===== src/rtl/mux_rr_sequencer_pkg.sv =====
// Shared constants and FSM state type for the round-robin mux sequencer.
package mux_rr_pkg;

   localparam int unsigned N_SRC = 16;
   localparam int unsigned SEL_W = 4;

   // Bit positions of the selector controls inside mux_sel.
   localparam int unsigned SEL_Q = 3;
   localparam int unsigned SEL_R = 2;
   localparam int unsigned SEL_S = 1;
   localparam int unsigned SEL_T = 0;

   typedef enum logic [1:0] {
      IDLE,
      SETTLE,
      SAMPLE
   } state_t;

endpackage


===== src/rtl/mux_rr_sequencer_rr_pick16.sv =====
// Rotating priority encoder: first set request strictly after rr_ptr, wrapping mod 16.
module rr_pick16
   import mux_rr_pkg::*;
(
   input  logic [N_SRC-1:0] req,
   input  logic [SEL_W-1:0] rr_ptr,
   output logic [SEL_W-1:0] idx,
   output logic             found
);

   logic [SEL_W-1:0] cand;

   always_comb begin
      idx   = '0;
      found = 1'b0;
      cand  = '0;
      // Offset N_SRC wraps back to rr_ptr itself, so the last winner has lowest priority.
      for (int unsigned i = 1; i <= N_SRC; i++) begin
         cand = rr_ptr + SEL_W'(i);
         if (!found && req[cand]) begin
            idx   = cand;
            found = 1'b1;
         end
      end
   end

endmodule


===== src/rtl/mux_rr_sequencer.sv =====
// Round-robin sequencer sharing one 16:1 selector among 16 requesters.
// Optional MUX_RR_SEQUENCER_LOCK_EN adds a `lock` input that keeps the current grant sampling.
module mux_rr_sequencer
   import mux_rr_pkg::*;
#(
   parameter int unsigned HOLD_CYC = 2
) (
   input  logic             clk,
   input  logic             rst,
   input  logic [N_SRC-1:0] req,
   output logic [SEL_W-1:0] mux_sel,
   output logic             mux_en,
   input  logic             mux_out,
   output logic [N_SRC-1:0] gnt,
   output logic             busy,
   output logic             smp_valid,
   output logic             smp_data,
   output logic [SEL_W-1:0] smp_src
`ifdef MUX_RR_SEQUENCER_LOCK_EN
   ,
   input  logic             lock
`endif
);

   if (HOLD_CYC < 1 || HOLD_CYC > 15) begin : g_hold_chk
      $error("mux_rr_sequencer: HOLD_CYC must be in 1..15");
   end

   localparam logic [3:0] CNT_LOAD = 4'(HOLD_CYC - 1);

   state_t           state_q, state_d;
   logic [3:0]       cnt_q, cnt_d;
   logic [SEL_W-1:0] ptr_q, ptr_d;
   logic [SEL_W-1:0] sel_q, sel_d;
   logic             en_q, en_d;
   logic [N_SRC-1:0] gnt_q, gnt_d;
   logic             vld_q, vld_d;
   logic             data_q, data_d;
   logic [SEL_W-1:0] src_q, src_d;

   logic [SEL_W-1:0] pick_idx;
   logic             pick_found;
   logic             relock;

   rr_pick16 u_pick (
      .req    (req),
      .rr_ptr (ptr_q),
      .idx    (pick_idx),
      .found  (pick_found)
   );

`ifdef MUX_RR_SEQUENCER_LOCK_EN
   assign relock = lock & req[sel_q];
`else
   assign relock = 1'b0;
`endif

   always_comb begin
      state_d = state_q;
      cnt_d   = cnt_q;
      ptr_d   = ptr_q;
      sel_d   = sel_q;
      en_d    = en_q;
      gnt_d   = gnt_q;
      vld_d   = 1'b0;
      data_d  = data_q;
      src_d   = src_q;
      unique case (state_q)
         IDLE: begin
            if (pick_found) begin
               gnt_d   = {{(N_SRC-1){1'b0}}, 1'b1} << pick_idx;
               sel_d   = pick_idx;
               en_d    = 1'b1;
               cnt_d   = CNT_LOAD;
               state_d = SETTLE;
            end
         end
         SETTLE: begin
            if (cnt_q == '0) state_d = SAMPLE;
            else             cnt_d   = cnt_q - 4'd1;
         end
         SAMPLE: begin
            vld_d  = 1'b1;
            data_d = mux_out;
            src_d  = sel_q;
            // A locked grant re-enters SETTLE without touching rr_ptr or the selector.
            if (relock) begin
               cnt_d   = CNT_LOAD;
               state_d = SETTLE;
            end else begin
               ptr_d   = sel_q;
               gnt_d   = '0;
               en_d    = 1'b0;
               state_d = IDLE;
            end
         end
         default: state_d = IDLE;
      endcase
   end

   always_ff @(posedge clk) begin
      if (rst) begin
         state_q <= IDLE;
         cnt_q   <= '0;
         ptr_q   <= '1;
         sel_q   <= '0;
         en_q    <= 1'b0;
         gnt_q   <= '0;
         vld_q   <= 1'b0;
         data_q  <= 1'b0;
         src_q   <= '0;
      end else begin
         state_q <= state_d;
         cnt_q   <= cnt_d;
         ptr_q   <= ptr_d;
         sel_q   <= sel_d;
         en_q    <= en_d;
         gnt_q   <= gnt_d;
         vld_q   <= vld_d;
         data_q  <= data_d;
         src_q   <= src_d;
      end
   end

   assign mux_sel   = {sel_q[SEL_Q], sel_q[SEL_R], sel_q[SEL_S], sel_q[SEL_T]};
   assign mux_en    = en_q;
   assign gnt       = gnt_q;
   assign busy      = (state_q != IDLE);
   assign smp_valid = vld_q;
   assign smp_data  = data_q;
   assign smp_src   = src_q;

endmodule


===== config.mk =====
export PLATFORM = sky130hd
export DESIGN_NAME = mux_rr_sequencer
export DESIGN_NICKNAME = d
export VERILOG_FILES = /design/src/rtl/mux_rr_sequencer_pkg.sv /design/src/rtl/mux_rr_sequencer_rr_pick16.sv /design/src/rtl/mux_rr_sequencer.sv
export SDC_FILE = /design/constraint.sdc
export NUM_CORES = 1
export LEC_CHECK = 0
export CORE_UTILIZATION = 35
export CTS_CLUSTER_SIZE = 25
export DETAILED_ROUTE_END_ITERATION = 10
export HOLD_SLACK_MARGIN = 0.1
export PLACE_DENSITY_LB_ADDON = 0.08
export SYNTH_ARGS = -nofsm -noshare
export SYNTH_HDL_FRONTEND = slang
export SYNTH_SLANG_ARGS = --single-unit

===== constraint.sdc =====
create_clock -name clk -period 13.65 [get_ports clk]
set_input_delay 2.73 -clock clk [delete_from_list [all_inputs] [get_ports clk]]
set_output_delay 2.73 -clock clk [all_outputs]
set_load 0.01 [all_outputs]

# Yosys cells after proc, flatten, opt, wreduce, memory -nomap -nowiden

Index checks and enable logic that the tools add are counted.

Add/sub/neg operators: 16
$mul: 0
Divide/modulo/power cells: 0
Magnitude comparators: 16
Eq/ne operators: 5
Shift-type cells: 1
Multiplexer cells: 75
Bitwise logic cells: 0
Reductions and logical operators: 39

Operators with widths:

| operator                                            | count |
|---|---|
| < comparator 4 x 5 -> 1 bit (second input constant) | 16 |
| two-way mux 4 bit                                   | 18 |
| binary-select mux 1 bit (select 4 bit)              | 16 |
| two-way mux 1 bit                                   | 34 |
| adder 4 bit (second input constant)                 | 8 |
| case mux 16 bit (2 select lines)                    | 1 |
| adder 4 x 3 -> 4 bit (second input constant)        | 4 |
| two-way mux 16 bit                                  | 1 |
| left shift 1 x 4 -> 16 bit (first input constant)   | 1 |
| logical AND 1 bit                                   | 15 |
| zero test 1 bit                                     | 15 |
| adder 4 x 2 -> 4 bit (second input constant)        | 2 |
| case mux 4 bit (2 select lines)                     | 1 |
| inequality test 2 bit (second input constant)       | 3 |
| AND reduction 2 bit                                 | 3 |
| nonzero test 2 bit                                  | 3 |
| adder 4 x 1 -> 4 bit (second input constant)        | 1 |
| zero test 4 bit                                     | 1 |
| two-way mux 2 bit                                   | 2 |
| case mux 2 bit (2 select lines)                     | 1 |
| subtractor 4 x 1 -> 4 bit (second input constant)   | 1 |
| AND reduction 3 bit                                 | 1 |
| == test 2 x 1 -> 1 bit (second input constant)      | 1 |
| == test 2 bit (second input constant)               | 1 |
| other kinds (2)                                     | 2 |

Register bits: 37
Bits in latches: 0
RAM bits: 0
Bits in read-only memories: 0
Bits of input ports: 19
Output and inout bits: 28
Word-level logic and storage cells: 161
Memories: 0

# Longest topological paths before layout

Gate-level depths: netlist of run 1.

Depth after elaboration: 52
Gate-level depth with buffers: 18
Mapped depth without buffers: 12

# Modules after synthesis

From an unflattened synthesis of run 1, not the netlist that was laid out.

Cells, all modules: 445
Area total of the unflattened synthesis: 3943.8 um2

By module, submodules not included:

| module           | instances | cells an instance | area an instance (um2) |
|---|---|---|---|
| rr_pick16        | 1         | 294               | 2531.2 |
| mux_rr_sequencer | 1         | 151               | 1412.6 |

# Worst setup path after synthesis of run 1

No wires, ideal clock.

Path type: input to register
Start point: input req[5]
End point: register gnt_q[0] (netlist: gnt[0])
Library setup time: 0.117 ns
Arrival time: 5.498 ns
Required time: 13.533 ns
Setup slack: 8.034 ns
Cell stages on the path: 10
Buffers on the path: 0
Cells stage by stage: mux4_2 > mux4_2 > inv_2 > nand3_4 > nor4_2 > nand2_1 > or3_4 > a211oi_4 > nor3b_1 > a32o_1

Longest elaborated chain between the ends: 51

Ends and longest elaborated chain:

| what                                    | line                             | RTL |
|---|---|---|
| start: declaration                      | mux_rr_sequencer.sv:10           | `input logic [N_SRC-1:0] req,` |
| binary-select mux 1 bit (select 4 bit)  | mux_rr_sequencer_rr_pick16.sv:20 | `if (!found && req[cand]) begin` |
| two-way mux 1 bit (not written as such) | mux_rr_sequencer_rr_pick16.sv:20 |  |
| two-way mux 1 bit                       | mux_rr_sequencer_rr_pick16.sv:20 |  |
| zero test 1 bit                         | mux_rr_sequencer_rr_pick16.sv:20 |  |
| logical AND 1 bit                       | mux_rr_sequencer_rr_pick16.sv:20 |  |
| two-way mux 1 bit                       | mux_rr_sequencer_rr_pick16.sv:20 |  |
| zero test 1 bit                         | mux_rr_sequencer_rr_pick16.sv:20 |  |
| logical AND 1 bit                       | mux_rr_sequencer_rr_pick16.sv:20 |  |
| [35 not listed]                         | --                               |  |
| logical AND 1 bit                       | mux_rr_sequencer_rr_pick16.sv:20 |  |
| two-way mux 1 bit                       | mux_rr_sequencer_rr_pick16.sv:20 |  |
| zero test 1 bit                         | mux_rr_sequencer_rr_pick16.sv:20 |  |
| logical AND 1 bit                       | mux_rr_sequencer_rr_pick16.sv:20 |  |
| two-way mux 4 bit                       | mux_rr_sequencer_rr_pick16.sv:20 |  |
| left shift 1 x 4 -> 16 bit              | mux_rr_sequencer.sv:71           | `gnt_d = {{(N_SRC-1){1'b0}}, 1'b1} << pick_idx;` |
| two-way mux 16 bit                      | mux_rr_sequencer.sv:70           | `if (pick_found) begin` |
| case mux 16 bit (2 select lines)        | mux_rr_sequencer.sv:68           | `unique case (state_q)` |
| end signal: assignment                  | mux_rr_sequencer.sv:118          | `gnt_q <= gnt_d;` |
| end: declaration                        | mux_rr_sequencer.sv:36           | `logic [N_SRC-1:0] gnt_q, gnt_d;` |

Parallel ways exist; a longest one is shown, timed or not. The select of a mux whose other input is x is not followed.
A chain may end at the register's enable or synchronous reset.

# Worst setup path in the final report of run 1

Start point: input req[15]
End point: register gnt_q[1] (netlist: gnt[1])

Same word-level chain as after synthesis.

==> load_flow_metrics.sql, run 1 <==
INSERT INTO impl_metrics (metric_group, metric, value, unit) VALUES
('pwr', 'pwr-share-seq', '20.8', '%'),
('routing', 'detail_route.wirelength', '11.6', 'mm'),
('floorplanning', 'floorplan.die_area', '11600', 'sq um'),
('floorplanning', 'start_util', '36.0', '%'),
('grt', 'grt_max_degree', '33', ''),
('grt', 'via_count_of_the_first_global_routing_pass', '3435', ''),
('logic_synthesis', 'yosys_warnings', '0', ''),
('floorplanning', 'die_height', '108', 'um'),
('cells_and_area', 'final_cell_mix', 'sky130_fd_sc_hd__clkdlybuf4s50_1 (46), sky130_fd_sc_hd__nand2_1 (43), sky130_fd_sc_hd__dfxtp_1 (37), sky130_fd_sc_hd__mux2i_1 (35), sky130_fd_sc_hd__nor2_1 (34)', ''),
('timing', 'min_period_over_period', '47.9', '%'),
('timing', 'finalWorstPathRequiredPeriod', '6.54', 'ns'),
('clocking', 'ctsHoldBuffers', '0', ''),
('cells_and_area', 'layout.core_utilization', '42.2', '%'),
('timing', 'max_slew_violation_count', '0', ''),
('timing', 'maxClockFrequency', '153', 'MHz'),
('grt', 'grt_use_total', '20.4', '%'),
('timing', 'clock_skew', '0.00768', 'ns'),
('cells_and_area', 'antenna_cells_inserted', '0', ''),
('logic_synthesis', 'synth-async-reset-ratio', '0', '%'),
('pwr', 'power.switching_fraction', '44.4', '%'),
('cells_and_area', 'final_layout_size_suffix_gt1_share', '14.1', '%'),
('routing', 'route.detailed.drc', '0', ''),
('worst_setup_path', 'crit_path_max_fanout', '7', ''),
('routing', 'antenna_violating_nets_post_route', '0', ''),
('cells_and_area', 'layout.nets', '502', ''),
('placed_design', 'place_ws', '6.89', 'ns'),
('logic_synthesis', 'synthCells', '441', ''),
('min_path', 'hold_path.class', 'reg -> reg', ''),
('worst_setup_path', 'sort_of_element_at_the_start_of_the_critical_path', 'input pin', ''),
('timing', 'slew_headroom', '29.7', '%'),
('clocking', 'numClockSinks', '37', ''),
('clocking', 'cts_resized', '0', ''),
('logic_synthesis', 'synth-main-ff-cell', 'sky130_fd_sc_hd__dfxtp_1', ''),
('timing', 'worst_slew_pin_tran', '1.05', 'ns'),
('clocking', 'cts_tree', 'yes', ''),
('timing', 'timing.hold.ws', '0.450', 'ns'),
('pwr', 'p_clk_share', '17.1', '%'),
('logic_synthesis', 'synth_seq_area_share', '19.0', '%'),
('cells_and_area', 'nFillCells', '1094', ''),
('worst_setup_path', 'critical_path.endpoint_type', 'register', ''),
('cells_and_area', 'most_common_library_cell_in_the_layout_ignoring_fill_and_taps', 'sky130_fd_sc_hd__clkdlybuf4s50_1', ''),
('timing', 'setup_viol', '0', ''),
('clocking', 'cts_setup_buffers', '0', ''),
('clocking', 'clockRootBuffer', 'sky130_fd_sc_hd__clkbuf_8', ''),
('worst_setup_path', 'crit_required', '13.88', 'ns'),
('logic_synthesis', 'synth_edf_count', '0', ''),
('routing', 'ratio_of_routed_vias_to_standard_cells', '6.03', ''),
('pwr', 'power_report.internal_total', '364', 'uW'),
('floorplanning', 'placeableCoreArea', '10800', 'sq um'),
('run', 'max_cap_viol_count', '0', ''),
('grt', 'antenna_violations_before_repair', '0', ''),
('status', 'outcome', 'finished, final reports clean', ''),
('routing', 'firstDrtPassIters', '5', ''),
('logic_synthesis', 'syn_area', '3900', 'sq um'),
('logic_synthesis', 'synth_fp_nets', '470', ''),
('routing', 'number_of_design_rule_violations_left_by_the_first_detailed_router_iteration', '256', ''),
('placed_design', 'dpl_hpwl', '8.62', 'mm'),
('logic_synthesis', 'yosys.cell_types.count', '74', ''),
('clocking', 'path_clk_slew', '0.08', 'ns'),
('logic_synthesis', 'post_synth.cell_area_avg', '8.85', 'sq um'),
('clocking', 'clock_tree.buffer_depth', '2', ''),
('timing', 'hold_viol_final', '0', ''),
('placed_design', 'place_congestion', '0.897', ''),
('pwr', 'leakage', '1.71', 'nW'),
('routing', 'vias', '3703', ''),
('logic_synthesis', 'register_bit_count_reported_by_yosys', '37', ''),
('pwr', 'switchingPower', '291', 'uW'),
('clocking', 'cts_made_buffers', '5', ''),
('clocking', 'insertion_delay', '0.28', 'ns'),
('grt', 'grt-ovfl-total', '0', ''),
('cells_and_area', 'area_growth_syn_to_layout', '17.2', '%');
-- metrics by stage --
step | instance area, sq um | power, mW | instances
finish | 4570 | 0.655 | 614
global route | 4570 | 0.699 | 614
CTS | 4570 | 0.652 | 614
detailed placement | 4440 | 0.537 | 606
global placement | 4440 | 0.540 | 606
floorplan | 3900 | 0.430 | 441
-- kinds of logic (layout without fill, tap and decap cells) --
| logic type | count (synthesis) | count (layout) | share of synthesized area [%] |
|---|---|---|---|
| AND/OR/NAND/NOR | 161 | 161 | 21.6 |
| AO/OA/AOI/OAI | 103 | 103 | 19.8 |
| multiplexers | 77 | 77 | 28.1 |
| buffers and inverters | 39 | 72 | 4.97 |
| flip-flops | 37 | 37 | 19.0 |
| XOR/XNOR | 14 | 14 | 3.33 |
| adder cells (fa/ha/maj) | 10 | 10 | 3.21 |
-- power groups by stage --
stage / sequential [mW] / clock, mW / combinational [mW]
2_1_floorplan: 0.140 / 0 / 0.290
6_report: 0.136 / 0.112 / 0.407
5_1_grt: 0.138 / 0.120 / 0.441
3_5_place_dp: 0.138 / 0 / 0.399
3_3_place_gp: 0.138 / 0 / 0.402
4_1_cts: 0.136 / 0.114 / 0.401
-- synth_stat cells, types with 4 or more instances --
cell / number / share of area (%)
sky130_fd_sc_hd__mux2_2: 15 / 4.3
sky130_fd_sc_hd__nor2_1: 34 / 3.3
sky130_fd_sc_hd__mux2i_1: 35 / 9.0
sky130_fd_sc_hd__nor3_1: 25 / 3.2
sky130_fd_sc_hd__nor2b_1: 4 / 0.64
sky130_fd_sc_hd__nor3b_1: 7 / 1.3
sky130_fd_sc_hd__mux4_2: 23 / 13
sky130_fd_sc_hd__xnor2_1: 7 / 1.6
sky130_fd_sc_hd__ha_1: 10 / 3.2
sky130_fd_sc_hd__dfxtp_1: 37 / 19
sky130_fd_sc_hd__a32o_1: 6 / 1.5
sky130_fd_sc_hd__nand3_1: 10 / 1.3
sky130_fd_sc_hd__o21ai_0: 9 / 1.2
sky130_fd_sc_hd__buf_2: 8 / 1.0
sky130_fd_sc_hd__a21oi_1: 22 / 2.8
sky130_fd_sc_hd__buf_6: 4 / 1.2
sky130_fd_sc_hd__and3_1: 9 / 1.4
sky130_fd_sc_hd__a22o_1: 5 / 1.1
sky130_fd_sc_hd__inv_1: 10 / 0.96
sky130_fd_sc_hd__a2111oi_0: 6 / 1.3
sky130_fd_sc_hd__clkbuf_1: 10 / 0.96
sky130_fd_sc_hd__o31ai_1: 8 / 1.5
sky130_fd_sc_hd__a211oi_1: 7 / 1.3
sky130_fd_sc_hd__nand2b_1: 10 / 1.6
sky130_fd_sc_hd__nand2_1: 43 / 4.1
sky130_fd_sc_hd__xor2_1: 6 / 1.3
-- layer usage --
metal  part of all wire [%]  global-route usage [%]  vias to the layer above
li1                       -                       -                     1760
met1                     49                    29.5                     1793
met2                     45                    32.0                      134
met3                    4.7                    2.78                       16
met4                    1.7                    4.11                        0
met5                      0                       0                        -
-- final timing paths --
kind             from  endpoint  slack (ns)  depth (start not counted)
min           gnt[11]   gnt[11]        0.45                          2
max           req[15]    gnt[1]        7.11                         11
max reg2reg  ptr_q[1]    gnt[7]        8.32                         11
min reg2reg   gnt[11]   gnt[11]        0.45                          2
-- state kept, by name (all words and copies together), names as in the netlist --
signal	flops
state_q	2
mux_en	1
smp_src	4
ptr_q	4
smp_data	1
gnt	16
smp_valid	1
mux_sel	4
cnt_q	4
-- worst max-delay path, cell delays in order --
cell and delay, ns:
sky130_fd_sc_hd__clkdlybuf4s50_1 0.53, sky130_fd_sc_hd__mux4_2 0.59, sky130_fd_sc_hd__mux2i_1 0.46, sky130_fd_sc_hd__mux2i_1 0.28, sky130_fd_sc_hd__nand3b_1 0.33, sky130_fd_sc_hd__or2_2 0.40
sky130_fd_sc_hd__nor3_1 0.31, sky130_fd_sc_hd__o31a_1 0.24, sky130_fd_sc_hd__a211oi_4 0.07, sky130_fd_sc_hd__nor3b_1 0.56, sky130_fd_sc_hd__a32o_1 0.27
-- final cells by class --
type | instances | area (sq um) | area share (%)
multi-input cells | 365 | 2970 | 65.0
flip-flops and latches | 37 | 741 | 16.2
repair buffers | 52 | 505 | 11.1
well taps | 140 | 175 | 3.83
clock buffers | 5 | 68.8 | 1.50
clock inverters | 3 | 65.1 | 1.42
inverters | 12 | 45.0 | 0.985
Note: power is estimated with default switching activity, not from simulation.
==> inputs of run 2 (changes only) <==
==> constraint.sdc (replaced) <==
create_clock -name clk -period 6.2 [get_ports clk]
set_input_delay 1.24 -clock clk [delete_from_list [all_inputs] [get_ports clk]]
set_output_delay 1.24 -clock clk [all_outputs]
set_load 0.01 [all_outputs]
==> run 2 against run 1 <==
Against the previous run:
- sequential share of layout area increased by 0.12 points
- combinational power rose by 120%
- cell count grew 0.49%
- die area did not move
- setup slack lost 6.0 ns
- clock skew up 0.0017 ns
- critical endpoint is now gnt[6]
- largest cell class unchanged
==> load_flow_metrics.sql, run 2 (same netlist as run 1, synthesis figures left out) <==
INSERT INTO impl_metrics (metric_group, metric, value, unit) VALUES
('pwr', 'power_per_cell_area', '301', 'nW/um^2'),
('clocking', 'htree_num_levels', '2', ''),
('worst_setup_path', 'critPathArrivalTime', '5.28', 'ns'),
('routing', 'firstDrtPassIters', '7', ''),
('timing', 'finalSetupTns', '0', 'ns'),
('worst_setup_path', 'crit_required', '6.43', 'ns'),
('min_path', 'worst_hold_startpoint', 'gnt[15]', ''),
('cells_and_area', 'most_common_library_cell_in_the_layout_ignoring_fill_and_taps', 'sky130_fd_sc_hd__clkdlybuf4s50_1', ''),
('routing', 'route.detailed.drc', '0', ''),
('worst_setup_path', 'reg2reg_to', 'gnt[6]', ''),
('clocking', 'path_clk_slew', '0.07', 'ns'),
('timing', 'maxClockFrequency', '198', 'MHz'),
('routing', 'vias', '3729', ''),
('timing', 'slew_headroom', '31.5', '%'),
('cells_and_area', 'layout.nets', '505', ''),
('worst_setup_path', 'crit_path_max_fanout', '18', ''),
('floorplanning', 'start_util', '36.0', '%'),
('cells_and_area', 'largest_register_ffs', '16', ''),
('worst_setup_path', 'timing.rr.start', 'ptr_q[1]', ''),
('placed_design', 'place_congestion', '0.905', ''),
('clocking', 'cts_tree', 'yes', ''),
('worst_setup_path', 'regToRegSetupSlack', '1.15', 'ns'),
('status', 'outcome', 'finished, final reports clean', ''),
('routing', 'average_wire_length_per_cell_after_detail_routing', '19.0', 'um'),
('run', 'max_cap_viol_count', '0', ''),
('grt', 'grt_max_degree', '33', ''),
('routing', 'antenna_violating_nets_post_route', '0', ''),
('cells_and_area', 'final_cell_mix', 'sky130_fd_sc_hd__clkdlybuf4s50_1 (46), sky130_fd_sc_hd__nand2_1 (43), sky130_fd_sc_hd__dfxtp_1 (37), sky130_fd_sc_hd__mux2i_1 (35), sky130_fd_sc_hd__nor2_1 (34)', ''),
('cells_and_area', 'nFillCells', '1128', ''),
('worst_setup_path', 'critical_path.startpoint', 'ptr_q[1]', ''),
('cells_and_area', 'antenna_cells_inserted', '0', ''),
('clocking', 'cts_made_buffers', '5', ''),
('clocking', 'clockRootBuffer', 'sky130_fd_sc_hd__clkbuf_8', ''),
('min_path', 'hold_path.class', 'reg -> reg', ''),
('timing', 'hold_viol_final', '0', ''),
('grt', 'via_count_of_the_first_global_routing_pass', '3404', ''),
('clocking', 'cts_setup_buffers', '0', ''),
('floorplanning', 'die_w', '108', 'um'),
('floorplanning', 'design.portCount', '47', ''),
('timing', 'worst_slew_pin_tran', '1.02', 'ns'),
('floorplanning', 'die_height', '108', 'um'),
('clocking', 'ctsHoldBuffers', '0', ''),
('grt', 'grt_pass1_wl', '18.6', 'mm'),
('clocking', 'numClockSinks', '37', ''),
('worst_setup_path', 'crit_path_end', 'gnt[6]', ''),
('floorplanning', 'floorplan.die_area', '11600', 'sq um'),
('clocking', 'clock_tree.buffer_depth', '2', ''),
('timing', 'clock_skew', '0.00936', 'ns'),
('placed_design', 'dpl_hpwl', '8.80', 'mm'),
('routing', 'detail_route.wirelength', '11.7', 'mm'),
('timing', 'setup_repair_after_global_routing_missed_its_margin', 'false', ''),
('placed_design', 'io_buffers', '46', ''),
('grt', 'grt-ovfl-total', '0', ''),
('pwr', 'leakage', '1.70', 'nW'),
('floorplanning', 'rows', '38', ''),
('grt', 'grt_use_total', '20.5', '%'),
('timing', 'max_slew_violation_count', '0', ''),
('cells_and_area', 'final_layout_size_suffix_gt1_share', '14.3', '%'),
('grt', 'antenna_violations_before_repair', '0', ''),
('routing', 'number_of_design_rule_violations_left_by_the_first_detailed_router_iteration', '276', ''),
('worst_setup_path', 'rr_worst_depth', '11', ''),
('timing', 'setup_viol', '0', ''),
('routing', 'ratio_of_routed_vias_to_standard_cells', '6.04', ''),
('floorplanning', 'placeableCoreArea', '10800', 'sq um'),
('worst_setup_path', 'worst-setup-path-type', 'reg -> reg', ''),
('clocking', 'cts_resized', '0', ''),
('pwr', 'post-layout-total-power', '1.37', 'mW'),
('timing', 'finalWorstPathRequiredPeriod', '5.05', 'ns'),
('clocking', 'insertion_delay', '0.29', 'ns'),
('pwr', 'vdd_ir_drop_max', '0.104', 'mV'),
('worst_setup_path', 'sort_of_element_at_the_start_of_the_critical_path', 'register', ''),
('timing', 'min_period_over_period', '81.5', '%'),
('worst_setup_path', 'critical_path.endpoint_type', 'register', ''),
('cells_and_area', 'area_growth_syn_to_layout', '16.3', '%');
[run 2: cell type report]
type,instances,area [sq um],share of cell area (%)
Tap cell,140,175,3.86
Clock inverter,2,10.0,0.221
Timing Repair Buffer,55,528,11.6
Sequential cell,37,741,16.3
Inverter,12,45.0,0.992
Multi-Input combinational cell,365,2970,65.4
Clock buffer,6,72.6,1.60
[run 2: critical path: stages (launching register included)]
cell and delay, ns:
sky130_fd_sc_hd__dfxtp_1 0.34, sky130_fd_sc_hd__clkinv_1 0.34, sky130_fd_sc_hd__ha_1 0.83, sky130_fd_sc_hd__mux2_1 0.43, sky130_fd_sc_hd__mux2_2 0.27, sky130_fd_sc_hd__mux4_2 0.56, sky130_fd_sc_hd__nor3_1 0.28, sky130_fd_sc_hd__nor4b_2 0.33
sky130_fd_sc_hd__nand3_1 0.21, sky130_fd_sc_hd__o31a_1 0.54, sky130_fd_sc_hd__nor3_4 0.61, sky130_fd_sc_hd__a22o_1 0.24
[run 2: metal layers]
layer / up-vias / wire length, um / track usage [%]
met5: - / 0 / 0
met4: 0 / 167 / 3.13
met3: 18 / 556 / 2.91
met2: 135 / 5310 / 32.1
met1: 1809 / 5660 / 30.1
li1: 1767 / - / -
[run 2: worst min-delay path by stage]
stage | end | slack (ns) | depth (start not counted)
final | gnt[15] | 0.45 | 2
after global routing | gnt[11] | 0.48 | 2
after CTS | gnt[15] | 0.46 | 2
after detailed placement | gnt[15] | 0.44 | 2
after global placement | gnt[11] | 0.44 | 2
after floorplan | gnt[15] | 0.47 | 2
[run 2: through the flow]
step                std cells  instance area (sq um)  hold slack [ns]  utilization [%]  setup WS [ns]
floorplan                 441                   3900            0.470                -           1.47
CTS                       617                   4540            0.455             41.9           1.15
global placement          609                   4460            0.439             41.1          0.971
finish                    617                   4540            0.449             41.9           1.15
detailed placement        609                   4460            0.444             41.1          0.963
global route              617                   4540            0.480             41.9          0.751
[run 2: power breakdown]
part           internal [mW]  total [mW]  switching, mW  leakage (nW)
clock network         0.0780       0.164         0.0863        0.0450
registers              0.273       0.300         0.0271         0.301
logic                  0.374       0.904          0.530          1.35
total                  0.724        1.37          0.643          1.70
